===== config.mk =====
export PLATFORM = sky130hd
export DESIGN_NAME = watch_mode_scheduler_flat
export DESIGN_NICKNAME = d
export VERILOG_FILES = /design/src/rtl/watch_mode_scheduler_if.sv /design/src/rtl/watch_mode_scheduler.sv /design/src/flat_wrapper.sv
export SDC_FILE = /design/constraint.sdc
export NUM_CORES = 1
export LEC_CHECK = 0
export ABC_AREA = 1
export ABC_CLOCK_PERIOD_IN_PS = 1950
export CAP_MARGIN = 20
export CORE_ASPECT_RATIO = 1.2
export CORE_MARGIN = 4
export CORE_UTILIZATION = 45
export DETAILED_ROUTE_END_ITERATION = 16
export PLACE_DENSITY = 0.8
export SYNTH_ARGS = -nofsm -noshare
export SYNTH_HDL_FRONTEND = slang
export SYNTH_SLANG_ARGS = --single-unit

===== constraint.sdc =====
create_clock -name clk -period 1.95 [get_ports clk]
set_input_delay 0.195 -clock clk [delete_from_list [all_inputs] [get_ports clk]]
set_output_delay 0.195 -clock clk [all_outputs]
set_load 0.1 [all_outputs]

===== src/rtl/watch_mode_scheduler_if.sv =====
// Shared button/display bus between the watch mode scheduler and its sub-blocks.
// The slave side is the scheduler. The master side is the environment: the button
// debouncer, the ms tick, the three mode blocks and the FND driver.
interface watch_mode_scheduler_if;
  logic [3:0]  btn_pedge;
  logic        tick_msec;
  logic        timer_alarm;
  logic [15:0] value_clock;
  logic [15:0] value_swatch;
  logic [15:0] value_timer;
  logic [2:0]  btn_clock;
  logic [2:0]  btn_swatch;
  logic [2:0]  btn_timer;
  logic        alarm_clr;
  logic [1:0]  mode;
  logic [15:0] value;
  logic        blank;

  modport slave (
    input  btn_pedge, tick_msec, timer_alarm, value_clock, value_swatch, value_timer,
    output btn_clock, btn_swatch, btn_timer, alarm_clr, mode, value, blank
  );

  modport master (
    output btn_pedge, tick_msec, timer_alarm, value_clock, value_swatch, value_timer,
    input  btn_clock, btn_swatch, btn_timer, alarm_clr, mode, value, blank
  );
endinterface


===== src/rtl/watch_mode_scheduler.sv =====
// Mode scheduler for the multi-purpose watch. It routes button edges to the active
// mode (clock, stopwatch or cooking timer) and picks that mode's value for the
// display. A rising timer alarm pre-empts every mode and blinks the display until
// the alarm is acknowledged by a button, times out, or the timer drops the alarm.
module watch_mode_scheduler #(
  parameter int BLINK_MS         = 500,
  parameter int ALARM_TIMEOUT_MS = 10000
) (
  input logic                   clk,
  input logic                   reset_n,
  watch_mode_scheduler_if.slave bus
);

  localparam logic [1:0] ST_CLOCK  = 2'd0;
  localparam logic [1:0] ST_SWATCH = 2'd1;
  localparam logic [1:0] ST_TIMER  = 2'd2;
  localparam logic [1:0] ST_ALARM  = 2'd3;

  localparam int BLINK_W   = (BLINK_MS > 1) ? $clog2(BLINK_MS) : 1;
  localparam int TIMEOUT_W = (ALARM_TIMEOUT_MS > 1) ? $clog2(ALARM_TIMEOUT_MS) : 1;
  localparam logic [BLINK_W-1:0]   BLINK_LAST   = BLINK_W'(BLINK_MS - 1);
  localparam logic [TIMEOUT_W-1:0] TIMEOUT_LAST = TIMEOUT_W'(ALARM_TIMEOUT_MS - 1);

  logic [1:0]           state;
  logic [1:0]           saved_mode;
  logic                 timer_alarm_d;
  logic                 alarm_armed;
  logic [BLINK_W-1:0]   blink_cnt;
  logic [TIMEOUT_W-1:0] timeout_cnt;
  logic                 blank_q;
  logic                 alarm_clr_q;
  logic [2:0]           btn_clock_q;
  logic [2:0]           btn_swatch_q;
  logic [2:0]           btn_timer_q;

  logic alarm_rise;
  logic any_btn;
  logic timeout_hit;

  // A rise only counts once a low level has been seen since reset, so an alarm that
  // is still high when reset is released cannot immediately re-enter ALARM.
  assign alarm_rise  = bus.timer_alarm & ~timer_alarm_d & alarm_armed;
  assign any_btn     = |bus.btn_pedge;
  assign timeout_hit = bus.tick_msec && (timeout_cnt == TIMEOUT_LAST);

  // Alarm edge detector history and arming flag.
  always_ff @(posedge clk or negedge reset_n) begin
    if (!reset_n) begin
      timer_alarm_d <= 1'b0;
      alarm_armed   <= 1'b0;
    end else begin
      timer_alarm_d <= bus.timer_alarm;
      alarm_armed   <= alarm_armed | ~bus.timer_alarm;
    end
  end

  // Mode sequencing, button forwarding and the alarm blink/timeout handling.
  always_ff @(posedge clk or negedge reset_n) begin
    if (!reset_n) begin
      state        <= ST_CLOCK;
      saved_mode   <= ST_CLOCK;
      blink_cnt    <= '0;
      timeout_cnt  <= '0;
      blank_q      <= 1'b0;
      alarm_clr_q  <= 1'b0;
      btn_clock_q  <= '0;
      btn_swatch_q <= '0;
      btn_timer_q  <= '0;
    end else begin
      alarm_clr_q  <= 1'b0;
      btn_clock_q  <= '0;
      btn_swatch_q <= '0;
      btn_timer_q  <= '0;
      if (state != ST_ALARM) begin
        if (alarm_rise) begin
          saved_mode  <= state;
          state       <= ST_ALARM;
          blink_cnt   <= '0;
          timeout_cnt <= '0;
          blank_q     <= 1'b0;
        end else if (bus.btn_pedge[0]) begin
          case (state)
            ST_CLOCK:  state <= ST_SWATCH;
            ST_SWATCH: state <= ST_TIMER;
            default:   state <= ST_CLOCK;
          endcase
        end else begin
          case (state)
            ST_CLOCK:  btn_clock_q  <= bus.btn_pedge[3:1];
            ST_SWATCH: btn_swatch_q <= bus.btn_pedge[3:1];
            default:   btn_timer_q  <= bus.btn_pedge[3:1];
          endcase
        end
      end else begin
        if (any_btn || timeout_hit) begin
          alarm_clr_q <= 1'b1;
          state       <= saved_mode;
          blank_q     <= 1'b0;
        end else if (!bus.timer_alarm) begin
          state   <= saved_mode;
          blank_q <= 1'b0;
        end else if (bus.tick_msec) begin
          timeout_cnt <= timeout_cnt + 1'b1;
          if (blink_cnt == BLINK_LAST) begin
            blink_cnt <= '0;
            blank_q   <= ~blank_q;
          end else begin
            blink_cnt <= blink_cnt + 1'b1;
          end
        end
      end
    end
  end

  // Display value follows the registered mode; ALARM shows the timer value.
  always_comb begin
    bus.value = bus.value_timer;
    case (state)
      ST_CLOCK:  bus.value = bus.value_clock;
      ST_SWATCH: bus.value = bus.value_swatch;
      default:   bus.value = bus.value_timer;
    endcase
  end

  assign bus.mode       = state;
  assign bus.blank      = blank_q;
  assign bus.alarm_clr  = alarm_clr_q;
  assign bus.btn_clock  = btn_clock_q;
  assign bus.btn_swatch = btn_swatch_q;
  assign bus.btn_timer  = btn_timer_q;

endmodule


===== src/flat_wrapper.sv =====
// flat-port wrapper written by rule: the top's interface ports become plain ports
module watch_mode_scheduler_flat 
#(
  parameter int BLINK_MS         = 500,
  parameter int ALARM_TIMEOUT_MS = 10000
)
  (clk, reset_n, bus_btn_pedge, bus_tick_msec, bus_timer_alarm, bus_value_clock, bus_value_swatch, bus_value_timer, bus_btn_clock, bus_btn_swatch, bus_btn_timer, bus_alarm_clr, bus_mode, bus_value, bus_blank);
  watch_mode_scheduler_if bus_i ();
  input logic clk;
  input logic reset_n;
  input wire logic [$bits(bus_i.btn_pedge)-1:0] bus_btn_pedge;
  input wire logic [$bits(bus_i.tick_msec)-1:0] bus_tick_msec;
  input wire logic [$bits(bus_i.timer_alarm)-1:0] bus_timer_alarm;
  input wire logic [$bits(bus_i.value_clock)-1:0] bus_value_clock;
  input wire logic [$bits(bus_i.value_swatch)-1:0] bus_value_swatch;
  input wire logic [$bits(bus_i.value_timer)-1:0] bus_value_timer;
  output wire logic [$bits(bus_i.btn_clock)-1:0] bus_btn_clock;
  output wire logic [$bits(bus_i.btn_swatch)-1:0] bus_btn_swatch;
  output wire logic [$bits(bus_i.btn_timer)-1:0] bus_btn_timer;
  output wire logic [$bits(bus_i.alarm_clr)-1:0] bus_alarm_clr;
  output wire logic [$bits(bus_i.mode)-1:0] bus_mode;
  output wire logic [$bits(bus_i.value)-1:0] bus_value;
  output wire logic [$bits(bus_i.blank)-1:0] bus_blank;
  assign bus_i.btn_pedge = bus_btn_pedge;
  assign bus_i.tick_msec = bus_tick_msec;
  assign bus_i.timer_alarm = bus_timer_alarm;
  assign bus_i.value_clock = bus_value_clock;
  assign bus_i.value_swatch = bus_value_swatch;
  assign bus_i.value_timer = bus_value_timer;
  assign bus_btn_clock = bus_i.btn_clock;
  assign bus_btn_swatch = bus_i.btn_swatch;
  assign bus_btn_timer = bus_i.btn_timer;
  assign bus_alarm_clr = bus_i.alarm_clr;
  assign bus_mode = bus_i.mode;
  assign bus_value = bus_i.value;
  assign bus_blank = bus_i.blank;
  watch_mode_scheduler #(.BLINK_MS(BLINK_MS), .ALARM_TIMEOUT_MS(ALARM_TIMEOUT_MS)) u_core (.clk(clk), .reset_n(reset_n), .bus(bus_i));
endmodule

==> results of run 1 <==
-- cell type report --
cell class / instances / area, µm² / share of cell area [%]
clock buffer: 6 / 82.58 / 2.211
clock inverter: 2 / 10.01 / 0.2680
inverter: 25 / 97.59 / 2.613
multi-input combinational: 245 / 1415 / 37.89
sequential: 40 / 1003 / 26.87
tap: 62 / 77.57 / 2.077
timing repair buffer: 92 / 1049 / 28.07
-- layer usage --
metal  up-vias  GRT usage [%]  part of all wire (%)
met4         0          6.958                   1.5
li1       1220              -                     -
met3         6          10.00                    10
met2        76          37.32                    51
met5         -              0                     0
met1      1154          20.92                    37
-- what timing repair did --
| item | 4_1_cts | 5_1_grt |
|---|---|---|
| gates resized for setup | 0 | 1 |
| endpoints found under the setup margin | 0 | 7 |
| setup buffers | 0 | 2 |
-- synth_stat cells, drive strengths merged (3+ instances only) --
cell type	instances
xor2	7
clkbuf	3
buf	9
nand2	107
o21ai	24
dfrtp	40
or2	3
inv	24
a21oi	5
a22oi	5
nand4	8
nand3	47
nor2	29
-- sequential cells by signal, summed over array words and instances, names as in the netlist --
name and count:
u_core.bus.alarm_clr 1, u_core.bus.btn_timer 3, u_core.bus.btn_clock 3, u_core.blink_cnt 9
u_core.timeout_cnt 14, u_core.bus.btn_swatch 3, u_core.timer_alarm_d 1, u_core.saved_mode 2
u_core.bus.mode 2, u_core.bus.blank 1, u_core.alarm_armed 1
-- critical path, delay by kind of cell (launching register included) --
family                 cells  cell delay (ps)
AND/OR/NAND/NOR            2              210
buffers and inverters      3              600
flip-flops                 1              490
-- report_power, final --
part | switching (mW) | internal, mW | leakage, nW
clock network | 0.289 | 0.282 | 0.0510
registers | 0.0833 | 0.917 | 0.539
logic | 2.88 | 1.41 | 1.13
-- worst min-delay path by stage --
stage / from / to / slack, ps / depth (start not counted)
2_1_floorplan: reset_n / u_core.alarm_armed / -100 / 0
3_3_place_gp: reset_n / u_core.timeout_cnt[10] / 340 / 1
3_5_place_dp: reset_n / u_core.timeout_cnt[10] / 360 / 1
4_1_cts: reset_n / u_core.bus.alarm_clr / 40 / 1
5_1_grt: reset_n / u_core.timeout_cnt[10] / 80 / 1
6_report: reset_n / u_core.timeout_cnt[10] / 5 / 1
-- metrics by stage --
stage                     TNS [ps]  hold WS (ps)  total power [mW]
after floorplan             -28.02        -100.6             3.882
after global placement           0         344.9             5.267
after detailed placement         0         364.2             5.297
after CTS                        0         40.89             5.871
after global routing             0         81.15             6.110
final                            0         5.349             5.862
-- logic make-up after synthesis --
| kind of cell | count (synthesis) | synth area share (%) |
|---|---|---|
| AND/OR/NAND/NOR | 198 | 35.89 |
| buffers and inverters | 37 | 7.323 |
| flip-flops | 40 | 41.26 |
| XOR/XNOR | 9 | 3.249 |
| AO/OA/AOI/OAI | 36 | 11.24 |
| adder cells (fa/ha/maj) | 2 | 1.031 |
==> impl_metrics.json, run 1 <==
{
  "syn_area_um2": 2426,
  "dpl.cell_count": 462,
  "slew_violations": 0,
  "routed_wl_um": 6426,
  "synth_top_area_cell": "dfrtp_1",
  "synthCells": 322,
  "slowest_delay_ps": 490,
  "final_common_cell": "nand2_1",
  "core_um2": 5261,
  "max_freq_mhz": 557.9,
  "critical_path.cell_chain": "clkinvlp_4, buf_4, nand3_1, nand3_4, buf_12",
  "hold_class": "in -> async",
  "synthFlopType": "dfrtp_1",
  "grt_pass1_wl_um": 10630,
  "io_pins": 85,
  "post-place-ws_ps": 176.7,
  "crit_end": "bus_value[4]",
  "cts_made_buffers": 5,
  "cp.required_ps": 1750,
  "ys_types": 34,
  "status": "completed",
  "slowest_stage": "dfrtp_2",
  "synthToLayoutAreaGrowth_pct": 53.95,
  "async_reset_ff_share_pct": 100.0,
  "antenna_left": 0,
  "antenna_found_initial": 0,
  "drtIter0Drc": 179,
  "synth_top_cell_area_share_pct": 41.26,
  "final_cell_area_um2": 3735,
  "die_w_um": 75.03,
  "leakage_nw": 1.719,
  "drive_gt1_share_pct": 23.90,
  "clock_skew_ps": 5.098,
  "final_cell_mix": "nand2_1 (97), clkdlybuf4s50_1 (54), dfrtp_1 (38)",
  "clock_sinks": 40,
  "stdcell_count": 472,
  "htreeDepth": 2,
  "place_congestion": 0.7925,
  "cts-hold-fix-buffers": 0,
  "dieArea_um2": 6634,
  "grt_overflow": 0,
  "maxCapViolations": 0,
  "post-route-period-util_pct": 91.92,
  "arrival_ps": 1600,
  "synthTopCellsByArea": "dfrtp_1 (41%), nand2_1 (16%), nand3_1 (9.7%)",
  "grt_pass1_vias": 2514,
  "clkLatencyLatePin_ps": 300,
  "fillers": 401,
  "fin_nets": 467,
  "cts_buffer_depth": 2,
  "drc": 0,
  "synth_seq_cells": 40,
  "synth_edf_count": 0,
  "setup-violations-final": 0,
  "worst_slew_pin_slew_ps": 877.8,
  "peakVddDrop_mv": 1.453,
  "ys_warn_count": 0,
  "critical_path.startpoint": "u_core.bus.mode[1]",
  "io_buffer_count": 84,
  "rr_startpoint": "u_core.timeout_cnt[0]",
  "clk_pin_slew_ps": 80,
  "first_pass_iters": 4,
  "dieHeight_um": 88.43,
  "critPathLaunchType": "flip-flop",
  "rsz0062_at_grt": "false",
  "r2r_slack_ps": 180,
  "grt_max_degree": 41,
  "avgRoutedWirePerCell_um": 13.61,
  "critical_path_class": "reg -> out",
  "root_buffer": "clkbuf_8",
  "setup_slack_ps": 157.6,
  "route.vias.total": 2456,
  "synth_nets": 380,
  "cts_tree": "yes",
  "end_kind": "output port",
  "finalHoldViolCount": 0,
  "finalCriticalPeriod_ps": 1792,
  "utilization_pct": 70.99,
  "hpwl_um": 5120,
  "seq_area_frac_synth_pct": 41.26,
  "cp_max_fo": 9,
  "syn_avg_cell_area_um2": 7.534,
  "vias_per_cell": 5.203,
  "slew_headroom_pct": 41.48,
  "cellPowerDensity_nw_per_um2": 1570,
  "r2r_cells": 9,
  "placedInstanceArea_um2": 3623,
  "start_util_pct": 46.11,
  "r2r_end": "u_core.timeout_cnt[7]",
  "num_rows": 29,
  "grt_use_total_pct": 20.88,
  "diodes": 0
}
(Power assumes the default switching activity.)
==> run 2: changes to the inputs <==
CAP_MARGIN = 15   (was 20)
PLACE_DENSITY = 0.84   (was 0.8)
SKIP_LAST_GASP = 1   (was not set)
==> run 2 against run 1 <==
  * Combinational power barely moved
  * Non-clock buffer count down 1
  * Flip-flop and latch count is the same
  * Routed wire length grew 3.9%
  * Worst hold slack improved by 380 ps
==> impl_metrics.json, run 2 (same netlist as run 1, synthesis figures left out) <==
{
  "start_util_pct": 46.11,
  "setup_tns_ps": 0,
  "status": "completed",
  "cts_buffer_depth": 2,
  "clk_pin_slew_ps": 80,
  "cellPowerDensity_nw_per_um2": 1555,
  "utilization_pct": 71.06,
  "first_pass_iters": 5,
  "clock_sinks": 40,
  "htreeDepth": 2,
  "die_w_um": 75.03,
  "r2r_cells": 9,
  "clkLatencyLatePin_ps": 290,
  "dieArea_um2": 6634,
  "finalCriticalPeriod_ps": 1771,
  "cts_tree": "yes",
  "cts_resized": 0,
  "drtIter0Drc": 148,
  "slew_headroom_pct": 69.21,
  "vias_per_cell": 5.282,
  "r2r_end": "u_core.blink_cnt[4]",
  "io_pins": 85,
  "hpwl_um": 5379,
  "maxCapViolations": 0,
  "peakVddDrop_mv": 1.669,
  "drc": 0,
  "rsz0062_at_grt": "false",
  "antenna_found_initial": 0,
  "max_freq_mhz": 564.8,
  "final_cell_area_um2": 3739,
  "grt_overflow": 0,
  "fillers": 395,
  "critical_path.startpoint": "u_core.bus.mode[1]",
  "placedInstanceArea_um2": 3636,
  "largest_reg_flops": 14,
  "final_cell_mix": "nand2_1 (97), clkdlybuf4s50_1 (54), dfrtp_1 (38)",
  "fin_nets": 466,
  "core_um2": 5261,
  "critPathLaunchType": "flip-flop",
  "root_buffer": "clkbuf_8",
  "diodes": 0,
  "io_buffer_count": 84,
  "grt_pass1_wl_um": 11060,
  "final_common_cell": "nand2_1",
  "reg.largest.list": "u_core.timeout_cnt (14), u_core.blink_cnt (9)",
  "clock_skew_ps": 6.540,
  "critical_path_class": "reg -> out",
  "place_congestion": 0.8494,
  "hold_class": "in -> async",
  "largest-register": "u_core.timeout_cnt",
  "avgRoutedWirePerCell_um": 14.18,
  "cp.required_ps": 1750,
  "arrival_ps": 1580,
  "crit_end": "bus_value[9]",
  "synthToLayoutAreaGrowth_pct": 54.10,
  "cts_setup_buffers": 0,
  "end_kind": "output port",
  "antenna_left": 0,
  "grt_use_total_pct": 21.40,
  "finalHoldViolCount": 0,
  "num_rows": 29,
  "rr_startpoint": "u_core.timeout_cnt[0]",
  "slew_violations": 0,
  "grt_max_degree": 31,
  "r2r_slack_ps": 190,
  "setup-violations-final": 0,
  "grt_pass1_vias": 2568,
  "drive_gt1_share_pct": 23.23,
  "leakage_nw": 1.721,
  "routed_wl_um": 6679,
  "cts-hold-fix-buffers": 1,
  "cp_max_fo": 19,
  "post-route-period-util_pct": 90.80,
  "worst_slew_pin_slew_ps": 461.9,
  "dieHeight_um": 88.43,
  "route.vias.total": 2488,
  "cts_made_buffers": 5
}
## run 2: changes by cell type in the layout (fill, tap and decap cells not counted)
cell	delta
buf_12	+1
buf_4	-3
clkinvlp_4	-1
dlygate4sd3_1	+1
inv_1	+1
## run 2: how the worst min path moves through the flow
stage                                to  slack [ps]  cells past startpoint  startpoint
6_report       u_core.bus.btn_swatch[2]         390                      2     reset_n
5_1_grt        u_core.bus.btn_swatch[2]         410                      2     reset_n
4_1_cts          u_core.timeout_cnt[11]         400                      2     reset_n
3_5_place_dp     u_core.timeout_cnt[11]         170                      1     reset_n
3_3_place_gp     u_core.timeout_cnt[11]         160                      1     reset_n
2_1_floorplan        u_core.alarm_armed        -100                      0     reset_n
## run 2: final cells by class
type | count | area (µm²) | area share, %
Clock buffer | 6 | 82.58 | 2.209
Inverter | 25 | 93.84 | 2.510
Timing Repair Buffer | 91 | 1056 | 28.25
Sequential cell | 40 | 1003 | 26.84
Clock inverter | 2 | 10.01 | 0.2677
Tap cell | 62 | 77.57 | 2.075
Multi-Input combinational cell | 245 | 1415 | 37.85
## run 2: report_power, final
part | switching, mW | total, mW | leakage [nW] | internal (mW)
Combinational | 2.89 | 4.26 | 1.13 | 1.37
Sequential | 0.0794 | 0.997 | 0.539 | 0.917
Clock | 0.273 | 0.555 | 0.0510 | 0.282
## run 2: routing by layer
layer / global-route usage, % / up-vias / part of all wire (%)
met3: 10.23 / 11 / 11
met4: 5.825 / 0 / 1.5
met2: 38.83 / 103 / 51
li1: - / 1216 / -
met5: 0 / - / 0
met1: 21.51 / 1158 / 36
## run 2: through the flow
stage	power (mW)	cells	worst slack, ps	hold slack, ps
after global routing	6.053	471	29.38	409.5
final	5.813	471	179.3	386.5
after floorplan	3.882	322	-28.02	-100.6
after CTS	5.858	471	143.1	397.8
after detailed placement	5.298	462	175.9	169.1
after global placement	5.258	462	235.0	161.8
## run 2: critical path: stages (launching register included)
cell,delay (ps)
dfrtp_2,470
inv_1,110
buf_4,230
nand3_1,170
nand3_4,120
buf_12,170
